[config.mk]
export PLATFORM = sky130hd
export DESIGN_NAME = cfg_chain_loader
export DESIGN_NICKNAME = d
export VERILOG_FILES = /design/src/rtl/cfg_pkg.sv /design/src/rtl/cfg_clk_gen.sv /design/src/rtl/cfg_chain_loader.sv
export SDC_FILE = /design/constraint.sdc
export NUM_CORES = 1
export LEC_CHECK = 0
export ABC_CLOCK_PERIOD_IN_PS = 2900
export BUFFER_PORTS_ARGS = -buffer_cell sky130_fd_sc_hd__clkbuf_2
export CAP_MARGIN = 20
export CORE_MARGIN = 10
export CORE_UTILIZATION = 35
export CTS_BUF_LIST = sky130_fd_sc_hd__clkbuf_8
export DETAILED_ROUTE_END_ITERATION = 8
export GPL_TIMING_DRIVEN = 0
export SYNTH_ARGS = -nofsm -noshare
export SYNTH_HDL_FRONTEND = slang
export SYNTH_HIERARCHICAL = 1
export SYNTH_SLANG_ARGS = --single-unit
[constraint.sdc]
create_clock -name clk -period 2.9 [get_ports clk]
set_input_delay 0.145 -clock clk [delete_from_list [all_inputs] [get_ports clk]]
set_output_delay 0.145 -clock clk [all_outputs]
set_load 0.03 [all_outputs]
[src/rtl/cfg_pkg.sv]
// Shared types and defaults for the configuration chain loader.
package cfg_pkg;

    typedef enum logic [2:0] {
        ST_IDLE,
        ST_FETCH,
        ST_SETUP,
        ST_HIGH,
        ST_LOW,
        ST_FINISH
    } state_t;

    localparam int unsigned CFG_CHAIN_LEN = 1480;
    localparam int unsigned CFG_WORD_W    = 32;
    localparam int unsigned CFG_CLK_DIV   = 2;

    // Width of an index over n items; never narrower than one bit.
    function automatic int unsigned idx_width(input int unsigned n);
        return (n <= 2) ? 1 : $clog2(n);
    endfunction

endpackage

[src/rtl/cfg_clk_gen.sv]
// Phase counter for the programming clock: strobes on the last clk cycle of each phase.
module cfg_clk_gen
    import cfg_pkg::*;
#(
    parameter int unsigned CLK_DIV = CFG_CLK_DIV
) (
    input  logic clk,
    input  logic reset_n,
    input  logic run,
    output logic phase_done
);

    localparam int unsigned CW = idx_width(CLK_DIV);
    localparam logic [CW-1:0] LAST = CW'(CLK_DIV - 1);

    logic [CW-1:0] cnt;

    assign phase_done = run && (cnt == LAST);

    always_ff @(posedge clk or negedge reset_n) begin
        if (!reset_n) begin
            cnt <= '0;
        end else if (!run || phase_done) begin
            cnt <= '0;
        end else begin
            cnt <= cnt + 1'b1;
        end
    end

endmodule

[src/rtl/cfg_chain_loader.sv]
// Streams a word-wide bitstream into the fabric configuration shift chain,
// generating prog_clk and optionally checking the bits shifted out.
module cfg_chain_loader
    import cfg_pkg::*;
#(
    parameter int unsigned CHAIN_LEN   = CFG_CHAIN_LEN,
    parameter int unsigned WORD_W      = CFG_WORD_W,
    parameter int unsigned CLK_DIV     = CFG_CLK_DIV,
    parameter bit          STOP_ON_ERR = 1'b0
) (
    input  logic                           clk,
    input  logic                           reset_n,
    input  logic                           start,
    input  logic                           verify_en,
    input  logic                           abort,
    input  logic [WORD_W-1:0]              word_in,
    input  logic [WORD_W-1:0]              exp_word,
    input  logic                           word_valid,
    output logic                           word_ready,
    input  logic                           prog_out,
    output logic                           prog_in,
    output logic                           prog_clk,
    output logic                           prog_en,
    output logic                           busy,
    output logic                           done,
    output logic                           error,
    output logic [idx_width(CHAIN_LEN)-1:0] err_index
);

    localparam int unsigned IW = idx_width(CHAIN_LEN);
    localparam int unsigned BW = idx_width(WORD_W);
    localparam logic [IW-1:0] LAST_BIT  = IW'(CHAIN_LEN - 1);
    localparam logic [BW-1:0] LAST_WBIT = BW'(WORD_W - 1);

    state_t            state, state_nx;
    logic [WORD_W-1:0] new_sr, exp_sr, new_shift;
    logic [IW-1:0]     bit_cnt;
    logic [BW-1:0]     wbit_cnt;
    logic              verify_lat;
    logic              phase_run, phase_done;
    logic              mism, active_nx;

    assign phase_run = (state == ST_HIGH) || (state == ST_LOW);
    assign new_shift = new_sr >> 1;
    // prog_out still shows the old chain bit here: compare precedes the shift.
    assign mism      = verify_lat && (prog_out != exp_sr[0]);

    cfg_clk_gen #(.CLK_DIV(CLK_DIV)) u_clk_gen (
        .clk        (clk),
        .reset_n    (reset_n),
        .run        (phase_run),
        .phase_done (phase_done)
    );

    always_comb begin
        state_nx  = state;
        active_nx = 1'b0;
        if (abort) begin
            state_nx = ST_IDLE;
        end else begin
            case (state)
                ST_IDLE:   if (start) state_nx = ST_FETCH;
                ST_FETCH:  if (word_valid) state_nx = ST_SETUP;
                ST_SETUP:  state_nx = (STOP_ON_ERR && mism) ? ST_FINISH : ST_HIGH;
                ST_HIGH:   if (phase_done) state_nx = ST_LOW;
                ST_LOW: begin
                    if (phase_done) begin
                        if (bit_cnt == LAST_BIT)        state_nx = ST_FINISH;
                        else if (wbit_cnt == LAST_WBIT) state_nx = ST_FETCH;
                        else                            state_nx = ST_SETUP;
                    end
                end
                ST_FINISH: state_nx = ST_IDLE;
                default:   state_nx = ST_IDLE;
            endcase
        end
        active_nx = (state_nx == ST_FETCH) || (state_nx == ST_SETUP) ||
                    (state_nx == ST_HIGH)  || (state_nx == ST_LOW);
    end

    // Outputs are registered from the next-state decode so they align with the state register.
    always_ff @(posedge clk or negedge reset_n) begin
        if (!reset_n) begin
            state      <= ST_IDLE;
            new_sr     <= '0;
            exp_sr     <= '0;
            bit_cnt    <= '0;
            wbit_cnt   <= '0;
            verify_lat <= 1'b0;
            prog_in    <= 1'b0;
            prog_clk   <= 1'b0;
            prog_en    <= 1'b0;
            word_ready <= 1'b0;
            busy       <= 1'b0;
            done       <= 1'b0;
            error      <= 1'b0;
            err_index  <= '0;
        end else begin
            state      <= state_nx;
            prog_clk   <= (state_nx == ST_HIGH);
            word_ready <= (state_nx == ST_FETCH);
            busy       <= active_nx;
            prog_en    <= active_nx;
            done       <= (state_nx == ST_FINISH);

            if (state == ST_IDLE && state_nx == ST_FETCH) begin
                error      <= 1'b0;
                err_index  <= '0;
                bit_cnt    <= '0;
                verify_lat <= verify_en;
            end
            if (state == ST_FETCH && state_nx == ST_SETUP) begin
                new_sr   <= word_in;
                exp_sr   <= exp_word;
                prog_in  <= word_in[0];
                wbit_cnt <= '0;
            end
            if (state == ST_SETUP && mism && !error) begin
                error     <= 1'b1;
                err_index <= bit_cnt;
            end
            if (state == ST_LOW && phase_done) begin
                new_sr   <= new_shift;
                exp_sr   <= exp_sr >> 1;
                bit_cnt  <= bit_cnt + 1'b1;
                wbit_cnt <= wbit_cnt + 1'b1;
                if (state_nx == ST_SETUP) prog_in <= new_shift[0];
            end
        end
    end

endmodule
# Word-level counts from Yosys, hierarchy flattened
# Cells that the tools add are included.
# word_totals
ff_bits	102
input_bits	71
out_inout_bits	18
word_cells	70
# classes
n_addsub	3
n_eq_ne	12
n_mux	23
reduce_logical	18
# ops
operator	n
2-to-1 mux 32 bit	4
2-to-1 mux 11 bit	3
2-to-1 mux 3 bit	6
case mux 3 bit (5 select lines)	1
equality test 3 x 2 -> 1 bit (second input constant)	4
adder 11 x 1 -> 11 bit (second input constant)	1
equality test 11 bit (second input constant)	1
2-to-1 mux 5 bit	2
equality test 3 bit (second input constant)	3
logical AND 1 bit	7
equality test 3 x 1 -> 1 bit (second input constant)	2
2-to-1 mux 1 bit	6
nonzero test 2 bit	3
adder 5 x 1 -> 5 bit (second input constant)	1
equality test 5 bit (second input constant)	1
logical OR 1 bit	5
logical NOT 3 bit	1
logical NOT 1 bit	2
2-to-1 mux 2 bit	1
adder 1 bit (second input constant)	1
inequality test 1 bit	1

# Depth between registers and ports, before layout
# depth
depth_word	11
ltp_mapped	11
mapped_depth_nobuf	9

# By module
# Netlist, hierarchy kept.
# modules_own_cells
module	n_inst	cells_each	area_each_um2	seq_area_each_um2
cfg_chain_loader	1	471	4505.6	2502.4
cfg_clk_gen	1	3	41.3	25.0

# Worst setup path after synthesis
# No wires, ideal clock.
# synth_path
path_type	flip-flop to flip-flop
startpoint	register state[0]
endpoint	register prog_in
setup_ns	0.135
arrival_ns	2.042
required_time_ns	2.765
path_slack_ns	0.723
stages_incl_launch_ff	12
n_path_buf	2
synth_period_minus_slack_ns	2.177
cell_sequence	dfrtp_1 > buf_2 > nor2_1 > nand2_1 > nand2_1 > and2_2 > and4bb_1 > buf_6 > a31oi_4 > o32ai_2 > o31ai_2 > o41ai_2
# synth_via
elab_chain_len	11
elab_cells_between_ends	19
classes_between	5 x eq/ne; 9 x mux; 5 x reduce/logical
# synth_lines
element	line	text
start, declared	cfg_chain_loader.sv:35	state_t state, state_nx;
start signal, assigned	cfg_chain_loader.sv:99	state <= state_nx;
equality test 3 x 2 -> 1 bit or equality test 3 bit (tied branches)	cfg_chain_loader.sv:43	assign phase_run = (state == ST_HIGH) || (state == ST_LOW);
logical OR 1 bit (*)	cfg_chain_loader.sv:43	
named net phase_run	cfg_chain_loader.sv:40	logic phase_run, phase_done;
logical AND 1 bit (*)	cfg_clk_gen.sv:18	assign phase_done = run && (cnt == LAST);
named net phase_done	cfg_chain_loader.sv:40	
2-to-1 mux 3 bit, on equally long branches	cfg_chain_loader.sv:67, cfg_chain_loader.sv:65	
case mux 3 bit (5 select lines)	cfg_chain_loader.sv:61	case (state)
2-to-1 mux 3 bit	cfg_chain_loader.sv:58	if (abort) begin
equality test 3 x 2 -> 1 bit	cfg_chain_loader.sv:112, cfg_chain_loader.sv:127	
logical AND 1 bit	cfg_chain_loader.sv:112	if (state == ST_FETCH && state_nx == ST_SETUP) begin
2-to-1 mux 1 bit	cfg_chain_loader.sv:112	
2-to-1 mux 1 bit	cfg_chain_loader.sv:127	if (state_nx == ST_SETUP) prog_in <= new_shift[0];
2-to-1 mux 1 bit (*)	cfg_chain_loader.sv:122	if (state == ST_LOW && phase_done) begin
end signal, assigned	cfg_chain_loader.sv:115	prog_in <= word_in[0];
end signal, assigned	cfg_chain_loader.sv:127	
end, declared	cfg_chain_loader.sv:21	output logic prog_in,
# Mark *: on every way through the listed nets, which the timed path passes. The rest lies on a longest branch.
# A chain may end at the register's enable or synchronous reset.

# Worst setup path in the final report
# layout_path
startpoint	register state[0]
endpoint	register bit_cnt[8]
# layout_via
elab_chain_len	9
elab_cells_between_ends	18
classes_between	5 x eq/ne; 7 x mux; 6 x reduce/logical
# layout_lines
element	line	text
equality test 3 x 2 -> 1 bit or equality test 3 bit (tied branches)	cfg_chain_loader.sv:43	
logical OR 1 bit (*)	cfg_chain_loader.sv:43	
named net phase_run	cfg_chain_loader.sv:40	
logical AND 1 bit (*)	cfg_clk_gen.sv:18	
named net phase_done	cfg_chain_loader.sv:40	
2-to-1 mux 3 bit, on equally long branches	cfg_chain_loader.sv:67, cfg_chain_loader.sv:65	
case mux 3 bit (5 select lines)	cfg_chain_loader.sv:61	
2-to-1 mux 3 bit	cfg_chain_loader.sv:58	
equality test 3 x 1 -> 1 bit	cfg_chain_loader.sv:106	if (state == ST_IDLE && state_nx == ST_FETCH) begin
logical AND 1 bit	cfg_chain_loader.sv:106	
nonzero test 2 bit (no source line)	--	
end signal, assigned	cfg_chain_loader.sv:125	bit_cnt <= bit_cnt + 1'b1;
end, declared	cfg_chain_loader.sv:37	logic [IW-1:0] bit_cnt;
# Marked as above.

==> summary.txt <==
Slew at the pin closest to its max-slew limit -> 0.591 ns
Num ports -> 89
Cell count after synthesis -> 474
Status -> finished clean
# Max-Cap Violations -> 0
Post-Synthesis Net Count -> 548
Setup Total Neg Slack -> 0 ns
Final Cycle Share -> 86.3%
Path type of the worst min-delay path -> in -> reg
Remaining number of nets flagged by the antenna check after routing -> 0
Power density of the placed cells -> 605 mW/mm2
Initial antenna violation count -> 0
Max-slew violation count -> 0
Standard-cell rows -> 41
Number of enable-type register cells in the synthesized netlist -> 0
Pin count of the biggest net entering global routing -> 63
VDD IR-drop max -> 0.322 mV
Post-Place Cell Area -> 0.00523 mm2
Input/output buffers -> 88
Critical Path Source Type -> register
Clock transition at path regs -> 0.10 ns
Crit path required time -> 3.18 ns
Hold Path Stages -> 3
Mean post-synth cell area -> 9.59 um2
Dominant cell by count in the synthesized netlist -> sky130_fd_sc_hd__dfrtp_1
Later-pin clock latency in the skew report -> 0.39 ns
Worst slack at placement -> 0.452 ns
Deepest level of the CTS H-tree -> 3
Largest area contributor in the synthesized netlist -> sky130_fd_sc_hd__dfrtp_1
Via count -> 3792
Overall die area -> 0.0180 mm2
Critical register-to-register path endpoint -> bit_cnt[8]
DRT iter0 DRCs -> 137
Fillers -> 1250
Total Routed Length -> 11300 um
Smallest setup slack after layout -> 0.397 ns
Source of the worst register-to-register timing path -> state[0]
Final Hold Vio Count -> 0
Top Family by Delay on Critical Path -> simple AND/OR/NAND/NOR gates
M1 wire length -> 5220 um
First-pass iteration count of the detailed router -> 4
Yosys warns -> 6
Final-stage net count -> 659
Number of cells on the worst reg-to-reg path -> 10
CTS max path bufs -> 2
Most frequent cells after synthesis -> sky130_fd_sc_hd__dfrtp_1 (101), sky130_fd_sc_hd__inv_1 (67), sky130_fd_sc_hd__a21oi_1 (64)
Min Clock Period, post-route -> 2.50 ns
Register-to-register setup slack -> 0.40 ns
Max stage delay on crit path -> 0.51 ns
Setup Crit Path Kind -> reg -> reg
Async set or reset register ratio after synthesis -> 100%
TritonCTS clock tree -> done
Top layer reached by signal wires -> met4
Worst rel slew slack -> 60.6%
Worst Hold End -> new_sr[28]
Remaining global-route overflow -> 0
Clock root cell -> sky130_fd_sc_hd__clkbuf_8
Final estimated routing congestion in global placement -> 0.817
Count of instances resized after the clock tree is built -> 0
Share of the core filled with cells in the final layout -> 43.8%
Share of post-route cells with drive strength above 1 -> 23.4%
Setup clock skew after layout -> 0.0175 ns
Setup repair after global routing missed its margin -> no
Worst Path Arrival -> 2.78 ns
Distinct cells, synth -> 48
Highest Clock Rate -> 0.400 GHz
Vias in the first global route -> 3930
Metal2 WL -> 5150 um
Leakage Power -> 2.80 nW
Share of Yosys cell area claimed by the top area cell type -> 55.6%
Setup-failing EPs final -> 0
Number of buffers created by CTS -> 9
Most frequent CP cell -> sky130_fd_sc_hd__nand2_1
Crit-path cells -> buf_2 > nor2_1 > nand2_1 > nand2_1 > and2_2 > and4bb_1 > buf_6 > a31oi_1 > o21ai_0 > o31ai_1
Number of setup buffers added after CTS -> 0
Layout overhead on the synthesized area -> 22.2%
Clock net sink count -> 101
Die outline height -> 134 um
Buffers and inverters on the worst path -> 2
Diodes inserted -> 0
Aggregate global-route resource usage -> 12.8%
Cell area after technology mapping -> 0.00455 mm2
Finished Cell Area -> 0.00555 mm2
Crit path max-delay cell type -> sky130_fd_sc_hd__dfrtp_1
Avg Vias per Cell -> 4.98
Max FO, Critical Path -> 10
Initial core utilization -> 35.9%
Cts-stage hold buffer count -> 11
Leading register cell type out of synthesis -> sky130_fd_sc_hd__dfrtp_1
X dimension of the die -> 134 um
DRC violations left -> 0
Top cells by area in the synthesized netlist -> sky130_fd_sc_hd__dfrtp_1 (56%), sky130_fd_sc_hd__o22ai_1 (8.4%), sky130_fd_sc_hd__a21oi_1 (7.0%)
Portion of the post-synthesis area used by sequential elements -> 55.6%
Hpwl dp -> 8320 um
Post-detailed-route wirelength per cell -> 14.8 um
Critical path origin -> state[0]
Startpoint of the tightest hold check path -> word_in[28]
Kind of end point of the critical path -> register
Met3 WL -> 791 um
First-pass GRT wire length -> 18900 um
Floorplan core area -> 0.0127 mm2
Flip-flop and latch count after synthesis -> 101
-- layout by cell type (no fill, tap or decap), types with 2 or more instances in the layout --
| cell | instances |
|---|---|
| sky130_fd_sc_hd__dfrtp_1 | 101 |
| sky130_fd_sc_hd__clkbuf_2 | 87 |
| sky130_fd_sc_hd__inv_1 | 68 |
| sky130_fd_sc_hd__a21oi_1 | 64 |
| sky130_fd_sc_hd__o22ai_1 | 61 |
| sky130_fd_sc_hd__nand2_1 | 43 |
| sky130_fd_sc_hd__o21ai_0 | 28 |
| sky130_fd_sc_hd__nor2_1 | 16 |
| sky130_fd_sc_hd__buf_2 | 15 |
| sky130_fd_sc_hd__clkbuf_8 | 11 |
| sky130_fd_sc_hd__dlygate4sd3_1 | 11 |
| sky130_fd_sc_hd__nand3_1 | 10 |
| sky130_fd_sc_hd__clkbuf_1 | 9 |
| sky130_fd_sc_hd__and3_1 | 7 |
| sky130_fd_sc_hd__a31oi_1 | 4 |
| sky130_fd_sc_hd__buf_4 | 3 |
| sky130_fd_sc_hd__nor3_1 | 3 |
| sky130_fd_sc_hd__mux2i_1 | 3 |
| sky130_fd_sc_hd__o31ai_1 | 3 |
| sky130_fd_sc_hd__ha_1 | 3 |
| sky130_fd_sc_hd__clkinv_4 | 3 |
| sky130_fd_sc_hd__buf_6 | 2 |
| sky130_fd_sc_hd__nand4b_1 | 2 |
| sky130_fd_sc_hd__a22o_1 | 2 |
-- worst max path at each step --
stage            endpoint  slack [ns]  depth (start not counted)
3_5_place_dp      prog_in        0.45                         11
2_1_floorplan     prog_in        0.72                         11
6_report       bit_cnt[8]        0.40                         10
4_1_cts           prog_in        0.41                         11
3_3_place_gp   new_sr[11]        0.35                          1
5_1_grt        bit_cnt[8]        0.17                         10
-- registers in the layout, summed over array words and instances, names as in the netlist, 3 cells and up --
register / count
exp_sr: 32
err_index: 11
wbit_cnt: 5
new_sr: 31
bit_cnt: 11
state: 3
-- metal layers --
| metal | global-route usage [%] | vias up |
|---|---|---|
| li1 | - | 1863 |
| met1 | 16.1 | 1809 |
| met2 | 19.4 | 103 |
| met3 | 5.19 | 17 |
| met4 | 4.47 | 0 |
| met5 | 0 | - |
-- per-stage QoR --
step / cells / power (W) / hold slack, ns
after global routing: 762 / 0.00358 / 0.00239
after CTS: 762 / 0.00340 / 0.000366
after floorplan: 474 / 0.00221 / -0.151
after global placement: 734 / 0.00239 / 0.397
final: 762 / 0.00336 / 0.0170
after detailed placement: 735 / 0.00244 / 0.212
-- final cells by class --
type / instances / area [um2] / share of cell area [%]
Buffer: 30 / 158 / 2.84
Multi-Input combinational cell: 276 / 1610 / 29.0
Clock buffer: 11 / 151 / 2.73
Sequential cell: 101 / 2530 / 45.5
Timing Repair Buffer: 100 / 581 / 10.5
Tap cell: 172 / 215 / 3.87
Inverter: 67 / 251 / 4.53
Clock inverter: 5 / 60.1 / 1.08
-- where the power goes --
part	leakage, nW	total, W	switching (W)	internal [W]
Combinational	1.47	0.000536	0.000300	0.000236
Clock	0.111	0.000950	0.000502	0.000448
Sequential	1.22	0.00187	0.000171	0.00170
Total	2.80	0.00336	0.000973	0.00239
-- cell families after synthesis --
family,count (synthesis),synth area share [%]
fa+ha+maj,3,0.826
xor+xnor,1,0.193
simple gates,95,10.6
mux,4,0.908
compound gates,173,22.9
flops,101,55.6
buf+inv,97,9.00
-- worst register-to-register path: stages (launching register included) --
cell and delay (ns):
sky130_fd_sc_hd__dfrtp_1 0.51, sky130_fd_sc_hd__buf_2 0.28, sky130_fd_sc_hd__nor2_1 0.11, sky130_fd_sc_hd__nand2_1 0.10
sky130_fd_sc_hd__nand2_1 0.07, sky130_fd_sc_hd__and2_2 0.25, sky130_fd_sc_hd__and4bb_1 0.22, sky130_fd_sc_hd__buf_6 0.15
sky130_fd_sc_hd__a31oi_1 0.44, sky130_fd_sc_hd__o21ai_0 0.19, sky130_fd_sc_hd__o31ai_1 0.10
No activity file was read; power rests on OpenSTA's default activity.
